## src/rtl/uart_rx_fifo.sv

```systemverilog
// uart_rx_fifo: UART receive buffer, FWFT FIFO with async-valid sync.
// Ports: clk_i, reset_i, rx_valid_i, rx_data_i, rd_ready_i, rd_valid_o,
//   rd_data_o, count_o, full_o, overflow_o, clr_ovf_i.
module uart_rx_fifo #(
  parameter int DATA_W = 8,
  parameter int ADDR_W = 4
) (
  input  logic              clk_i,
  input  logic              reset_i,
  input  logic              rx_valid_i,
  input  logic [DATA_W-1:0] rx_data_i,
  input  logic              rd_ready_i,
  output logic              rd_valid_o,
  output logic [DATA_W-1:0] rd_data_o,
  output logic [ADDR_W:0]   count_o,
  output logic              full_o,
  output logic              overflow_o,
  input  logic              clr_ovf_i
);

  localparam int DEPTH = 2 ** ADDR_W;
  localparam logic [ADDR_W:0] FULL_CNT = (ADDR_W+1)'(DEPTH);
  localparam logic [ADDR_W:0] CNT_ONE = (ADDR_W+1)'(1);
  localparam logic [ADDR_W-1:0] PTR_ONE = (ADDR_W)'(1);

  logic sync1;
  logic sync2;
  logic sync3;
  logic wr_evt;

  logic [DATA_W-1:0] mem [DEPTH];
  logic [ADDR_W-1:0] wr_ptr;
  logic [ADDR_W-1:0] rd_ptr;
  logic [ADDR_W-1:0] rd_ptr_n;
  logic [ADDR_W:0]   count_q;
  logic [ADDR_W:0]   count_n;
  logic [DATA_W-1:0] data_q;
  logic [DATA_W-1:0] head_n;
  logic              ovf_q;

  logic full;
  logic valid;
  logic pop;
  logic push;

  assign wr_evt = sync2 & ~sync3;

  assign full  = (count_q == FULL_CNT);
  assign valid = (count_q != '0);
  assign pop   = valid & rd_ready_i;
  assign push  = wr_evt & (~full | pop);

  always_comb begin
    rd_ptr_n = rd_ptr;
    if (pop) rd_ptr_n = rd_ptr + PTR_ONE;
  end

  always_comb begin
    count_n = count_q;
    unique case (1'b1)
      (push & ~pop): count_n = count_q + CNT_ONE;
      (pop & ~push): count_n = count_q - CNT_ONE;
      default:       count_n = count_q;
    endcase
  end

  // The byte being written lands at the new head only when the FIFO
  // holds exactly that byte afterwards; bypass it around the array.
  always_comb begin
    head_n = mem[rd_ptr_n];
    if (push && (wr_ptr == rd_ptr_n)) head_n = rx_data_i;
  end

  always_ff @(posedge clk_i or posedge reset_i) begin
    if (reset_i) begin
      sync1   <= 1'b0;
      sync2   <= 1'b0;
      sync3   <= 1'b0;
      wr_ptr  <= '0;
      rd_ptr  <= '0;
      count_q <= '0;
      data_q  <= '0;
      ovf_q   <= 1'b0;
    end else begin
      sync1   <= rx_valid_i;
      sync2   <= sync1;
      sync3   <= sync2;
      rd_ptr  <= rd_ptr_n;
      count_q <= count_n;
      if (push) wr_ptr <= wr_ptr + PTR_ONE;
      // Head register keeps the last byte once the FIFO drains.
      if (count_n != '0) data_q <= head_n;
      // A fresh drop beats a clear in the same cycle.
      if (wr_evt & full & ~pop) ovf_q <= 1'b1;
      else if (clr_ovf_i)       ovf_q <= 1'b0;
    end
  end

  always_ff @(posedge clk_i) begin
    if (push) mem[wr_ptr] <= rx_data_i;
  end

  assign rd_valid_o = valid;
  assign rd_data_o  = data_q;
  assign count_o    = count_q;
  assign full_o     = full;
  assign overflow_o = ovf_q;

endmodule

```

## config.mk

```make
export PLATFORM = sky130hd
export DESIGN_NAME = uart_rx_fifo
export DESIGN_NICKNAME = d
export VERILOG_FILES = /design/src/rtl/uart_rx_fifo.sv
export SDC_FILE = /design/constraint.sdc
export NUM_CORES = 1
export LEC_CHECK = 0
export CORE_MARGIN = 4
export CORE_UTILIZATION = 55
export DETAILED_ROUTE_END_ITERATION = 16
export HOLD_SLACK_MARGIN = 0.08
export PLACE_DENSITY = 0.76
export SYNTH_ARGS = -nofsm -noshare
export SYNTH_HDL_FRONTEND = slang
export SYNTH_SLANG_ARGS = --single-unit
```

## constraint.sdc

```tcl
create_clock -name clk_i -period 3.3 [get_ports clk_i]
set_input_delay 0.495 -clock clk_i [delete_from_list [all_inputs] [get_ports clk_i]]
set_output_delay 0.495 -clock clk_i [all_outputs]
set_load 0.02 [all_outputs]
```

# Word-level counts from Yosys, hierarchy flattened
# Memories as Yosys holds them, arrays and structs flattened. A register that Yosys moved wholly into a read port is not among the register bits.
# Cells that the tools add are included.
# word_totals
ff_bits	17
mem_bits_rw	128
in_bits	13
out_inout_bits	16
word_cells	34
mem_count	1
# classes
n_addsub	4
n_eq_ne	1
mux	6
bitwise_logic	12
n_reduce_logical	3
# mem_list
name	words	width	rd	rd_ports_with_merged_regs	write_ports	line	source
mem	16	8	1	1	1	31	logic [DATA_W-1:0] mem [DEPTH];
# op_table
op	n
case mux 5 bit (2 select lines)	1
nonzero test 5 bit	2
adder 4 x 1 -> 4 bit (second input constant)	2
bitwise AND 1 bit	7
adder 5 x 1 -> 5 bit (second input constant)	1
equality test 5 bit (second input constant)	1
subtractor 5 x 1 -> 5 bit (second input constant)	1
2-to-1 mux 1 bit	4
2-to-1 mux 4 bit	1
NOT 1 bit	4
nonzero test 2 bit	1
OR 1 bit	1

# Depth between registers and ports, before layout
# Gate-level depths: netlist of the first run.
# depth
ltp_word	8
depth_mapped	14
mapped_depth_nobuf	12

# Worst setup path before layout of the first run
# No wires, ideal clock.
# synth_path
path_kind	reg2reg
startpoint	reg count_q[1] (netlist: count_o[1])
endpoint	reg data_q[0] (netlist: rd_data_o[0]) (read register of mem)
setup_ns	0.094
arrival_time_ns	3.248
required_time_ns	3.206
slack_ns	-0.041
path_stages_with_launch	15
path_buffers	3
synth_period_minus_slack_ns	3.341
path_cell_list	dfrtp_1 buf_6 or4_1 buf_6 o211ai_1 o21ai_0 ha_1 nor2_1 nand2_1 o31a_1 o41ai_1 a211o_1 clkbuf_1 nor2_1 a221oi_2
# synth_between
elab_chain_cells	8
word_cells_on_any_way	15
classes_between	add/sub: 2; eq/ne: 1; mux: 2; bitwise: 8; reduce/logical: 2
# synth_lines
item	line	source
from (decl)	35	logic [ADDR_W:0] count_q;
from (signal assigned)	89	count_q <= count_n;
nonzero test 5 bit / equality test 5 bit (equally long branches)	49, 48	
bitwise AND 1 bit / NOT 1 bit (equally long branches)	50, 51	
OR 1 bit	51	assign push = wr_evt & (~full | pop);
bitwise AND 1 bit	51	
NOT 1 bit	62	(pop & ~push): count_n = count_q - CNT_ONE;
bitwise AND 1 bit	62	
case mux 5 bit (2 select lines) (*)	60	unique case (1'b1)
net count_n[4]	36	logic [ADDR_W:0] count_n;
nonzero test 5 bit (*)	92	if (count_n != '0) data_q <= head_n;
to (decl)	37	logic [DATA_W-1:0] data_q;
# The timed path passes the listed nets; every way through them passes the cells marked *.
# A chain may end at the register's enable or synchronous reset.

# Worst setup path in the final report of the first run
# layout_path
startpoint	reg count_q[0] (netlist: count_o[0])
endpoint	reg data_q[3] (netlist: rd_data_o[3]) (read register of mem)
# The elaborated chain is that of the path after synthesis.

==> key figures, run 1 <==
Run status
  – Result of the run: finished, final reports clean

Yosys
  – Synth Instances: 506
  – Proportion of synthesized chip area in sequential cells: 61.6%
  – Syn Nets: 525
  – Count of yosys warnings during synthesis: 0
  – Synth Cell Area: 0.00725 mm^2
  – Synthesized area per cell: 14.3 um^2
  – Number of synthesized flops with an enable pin: 128
  – Most used flip-flop cell after synthesis: sky130_fd_sc_hd__edfxtp_1
  – Count of state elements after synthesis: 153
  – Number of distinct library cells after synthesis: 68
  – Synth async-reset ratio: 16.3%

Setup path
  – CP Data Required Time: 3.62 ns
  – Flop-to-flop setup slack: 0.19 ns
  – Critical path class: reg -> reg
  – Worst setup path startpoint: count_o[0]
  – Data arrival time of the worst path: 3.43 ns
  – Largest fanout on the critical path: 6
  – Reg-to-Reg Start: count_o[0]
  – Critical path capture point type: flip-flop
  – Crit path max-delay cell type: sky130_fd_sc_hd__or4_1
  – Type of element launching the critical path: flip-flop
  – Delay of the slowest critical-path stage: 0.55 ns
  – Cell Chain, Critical Path: or4_1, o211ai_1, o21ai_0, ha_2, nor2_2, nand2_1, o31a_1, o41ai_2, a211o_1, buf_4, nor2_1, a221oi_2

Route
  – Final routed DRC violation total: 0
  – Drt initial violations: 631
  – Antenna Nets Post-Route: 0
  – DR WL/cell: 22.7 um
  – Detailed Routing Iterations Pass 1: 5
  – Mean number of vias per cell: 6.30
  – Final wirelength: 16800 um
  – Vias post-DR: 4677

Floorplanning
  – Core area: 0.0128 mm^2
  – Initial cell density of the core: 56.8%
  – DIE HEIGHT: 123 um
  – # rows: 41
  – # IOs: 29
  – Die footprint: 0.0151 mm^2
  – Overall die width: 123 um

STA
  – Number of slew-limit violations in the final report: 0
  – Share of the clock period used by the worst path: 94.4%
  – Setup repair after global routing missed its margin: no
  – Hold slack final: 0.351 ns
  – Transition time at the pin with the least slew margin: 1.11 ns
  – Hold Violations, Final: 0
  – Final-report setup violation count: 0
  – Crit path time final: 3.11 ns
  – Upper clock frequency limit: 321 MHz
  – Clock skew after layout: 0.00823 ns
  – Max transition margin: 25.1%
  – Worst-case setup margin in the final layout: 0.186 ns

Power
  – Part of the power in registers: 31.6%
  – Part of the total power dissipated in the clock network: 24.6%
  – Leak pwr: 0.00303 uW
  – Internal cell power: 5180 uW
  – Power dissipated by switching net loads: 2820 uW
  – Total design power: 8000 uW
  – Share of total power in combinational logic: 43.9%
  – Power density over cell area: 940 mW/mm^2
  – Share of total power consumed by net switching: 35.2%
  – Maximum VDD drop: 458 uV

Clock network
  – Clock tree from TritonCTS: yes
  – Clock transition at the register clock pins on the worst setup and hold paths after CTS: 0.06 ns
  – Clk sinks: 153
  – Insertion delay to the later sink of the worst-skew pair: 0.42 ns
  – Root buffer cell: sky130_fd_sc_hd__clkbuf_16
  – Total CTS buffers: 17
  – Total number of H-tree levels: 4
  – Largest buffer count on any clock path: 2

Placed design
  – Post-Place Worst Slack: -0.0174 ns
  – Post-DP HPWL: 11000 um
  – Port Buf Inserts: 28
  – Final weighted congestion in routability-driven placement: 0.907

Global route
  – Maximum number of pins on one net before global-route repair: 37
  – Global route hottest layer: met2
  – GRT overflow: 0
  – First-pass GRT wire length: 26800 um
  – Number of antenna violations at the first check in global routing: 0
  – Met1 routing resource usage after global routing: 31.6%
  – M2 GR Usage: 40.2%
  – GR Util All Layers: 24.2%
  – Via count of the first global-routing pass: 4757
  – Met3 Usage GRT: 5.67%

Finish
  – Area growth syn-to-layout: 17.3%
  – Layout cells sized above 1: 23.0%
  – Multi-input combinational cell area: 0.00254 mm^2
  – Antenna diode count: 0
  – Commonest non-fill, non-tap cells in the layout: 128 x sky130_fd_sc_hd__edfxtp_1, 56 x sky130_fd_sc_hd__nand2_1, 41 x sky130_fd_sc_hd__buf_4
  – Reg area: 0.00447 mm^2
  – Net count of the finished layout: 579
  – Filler cell count in the final layout: 832
  – Most common cell after layout, fill and taps aside: sky130_fd_sc_hd__edfxtp_1

Job
  – Reported max-cap violation count: 0

Worst hold path
  – Hold path startpoint: sync1
  – Path class of the lowest-slack min-delay path: reg -> reg
-- registers in the layout, summed over array words and instances, names as in the netlist --
| name | cells |
|---|---|
| rd_data_o | 8 |
| mem | 128 |
| rd_ptr | 4 |
| overflow_o | 1 |
| sync3 | 1 |
| sync1 | 1 |
| wr_ptr | 4 |
| count_o | 5 |
| sync2 | 1 |
-- cell type report --
cell class / instances / area share, %
multi-input cells: 295 / 29.8
flip-flops and latches: 153 / 52.5
repair buffers: 70 / 7.15
inverters: 23 / 1.04
clock inverters: 8 / 1.75
well taps: 172 / 2.53
clock buffers: 21 / 5.18
-- power groups by stage --
| stage | logic, uW | clock network, uW | registers, uW |
|---|---|---|---|
| after global routing | 3780 | 2070 | 2550 |
| after global placement | 3340 | 0 | 2540 |
| final | 3510 | 1960 | 2520 |
| after floorplan | 2380 | 0 | 2560 |
| after CTS | 3490 | 1980 | 2520 |
| after detailed placement | 3440 | 0 | 2550 |
-- worst max-delay path, delay by kind of cell, from the launching register on --
kind                       cells  cell delay [ns]
AOI/OAI and AO/OA              6             1.41
DFF                            1             0.37
and+or+nand+nor                4             0.84
buffers and inverters          1             0.16
adders and majority gates      1             0.21
-- per-stage QoR --
step | cell area (um^2) | utilization [%] | TNS, ns | cells
2_1_floorplan | 7250 | - | 0 | 506
3_3_place_gp | 7900 | 61.9 | 0 | 713
3_5_place_dp | 7900 | 61.9 | -0.0606 | 713
4_1_cts | 8490 | 66.5 | 0 | 742
5_1_grt | 8510 | 66.6 | 0 | 742
6_report | 8510 | 66.6 | 0 | 742
-- per-layer routing --
layer  routed length (um)  vias to the layer above  share of wire [%]
met3                 1210                       31                7.2
li1                     -                     2064                  -
met2                 8570                      233                 51
met5                    0                        -                  0
met1                 6730                     2349                 40
met4                  333                        0                2.0
-- cells by family after synthesis --
family,Yosys count,share of synthesized area (%)
flip-flops,153,61.6
buffers and inverters,58,3.64
XOR/XNOR,14,2.35
AND/OR/NAND/NOR,121,7.78
adder cells (fa/ha/maj),6,1.04
multiplexers,53,12.6
AO/OA/AOI/OAI,101,11.0
-- timing repair --
| action | CTS | global route |
|---|---|---|
| pin swaps | 0 | 3 |
| resized for setup | 2 | 5 |
| hold buffers | 0 | 0 |
| setup buffers | 0 | 0 |
| setup endpoints to repair | 6 | 8 |
| cloned | 0 | 0 |
-- synthesized netlist by cell type, types with 7 or more instances --
master | count | area, um^2
sky130_fd_sc_hd__a21oi_1 | 18 | 90.1
sky130_fd_sc_hd__a311oi_1 | 8 | 70.1
sky130_fd_sc_hd__a31oi_1 | 8 | 50.1
sky130_fd_sc_hd__buf_2 | 13 | 65.1
sky130_fd_sc_hd__clkbuf_1 | 16 | 60.1
sky130_fd_sc_hd__dfrtp_1 | 25 | 626
sky130_fd_sc_hd__edfxtp_1 | 128 | 3840
sky130_fd_sc_hd__inv_1 | 22 | 82.6
sky130_fd_sc_hd__mux2_2 | 16 | 180
sky130_fd_sc_hd__mux2i_1 | 8 | 80.1
sky130_fd_sc_hd__mux4_2 | 29 | 653
sky130_fd_sc_hd__nand2_1 | 56 | 210
sky130_fd_sc_hd__nor2_1 | 27 | 101
sky130_fd_sc_hd__o21ai_0 | 7 | 35.0
-- worst paths after layout --
| path | cells past startpoint | endpoint |
|---|---|---|
| setup / recovery | 12 | rd_data_o[3] |
| hold / removal | 0 | sync2 |
| setup reg to reg | 12 | rd_data_o[3] |
| hold reg to reg | 0 | sync2 |
| max in group asynchronous | 2 | rd_ptr[0] |
| min in group asynchronous | 2 | sync2 |
Power figures use the tool's default switching activity.
==> inputs of run 2 (changes only) <==
--- a/config.mk
+++ b/config.mk
@@ -8,6 +8,7 @@
 export CORE_MARGIN = 4
 export CORE_UTILIZATION = 55
 export DETAILED_ROUTE_END_ITERATION = 16
+export GPL_TIMING_DRIVEN = 1
 export HOLD_SLACK_MARGIN = 0.08
 export PLACE_DENSITY = 0.76
 export SYNTH_ARGS = -nofsm -noshare
==> results of run 2 <==
Final layout, timing and power as in run 1 (identical DEF).
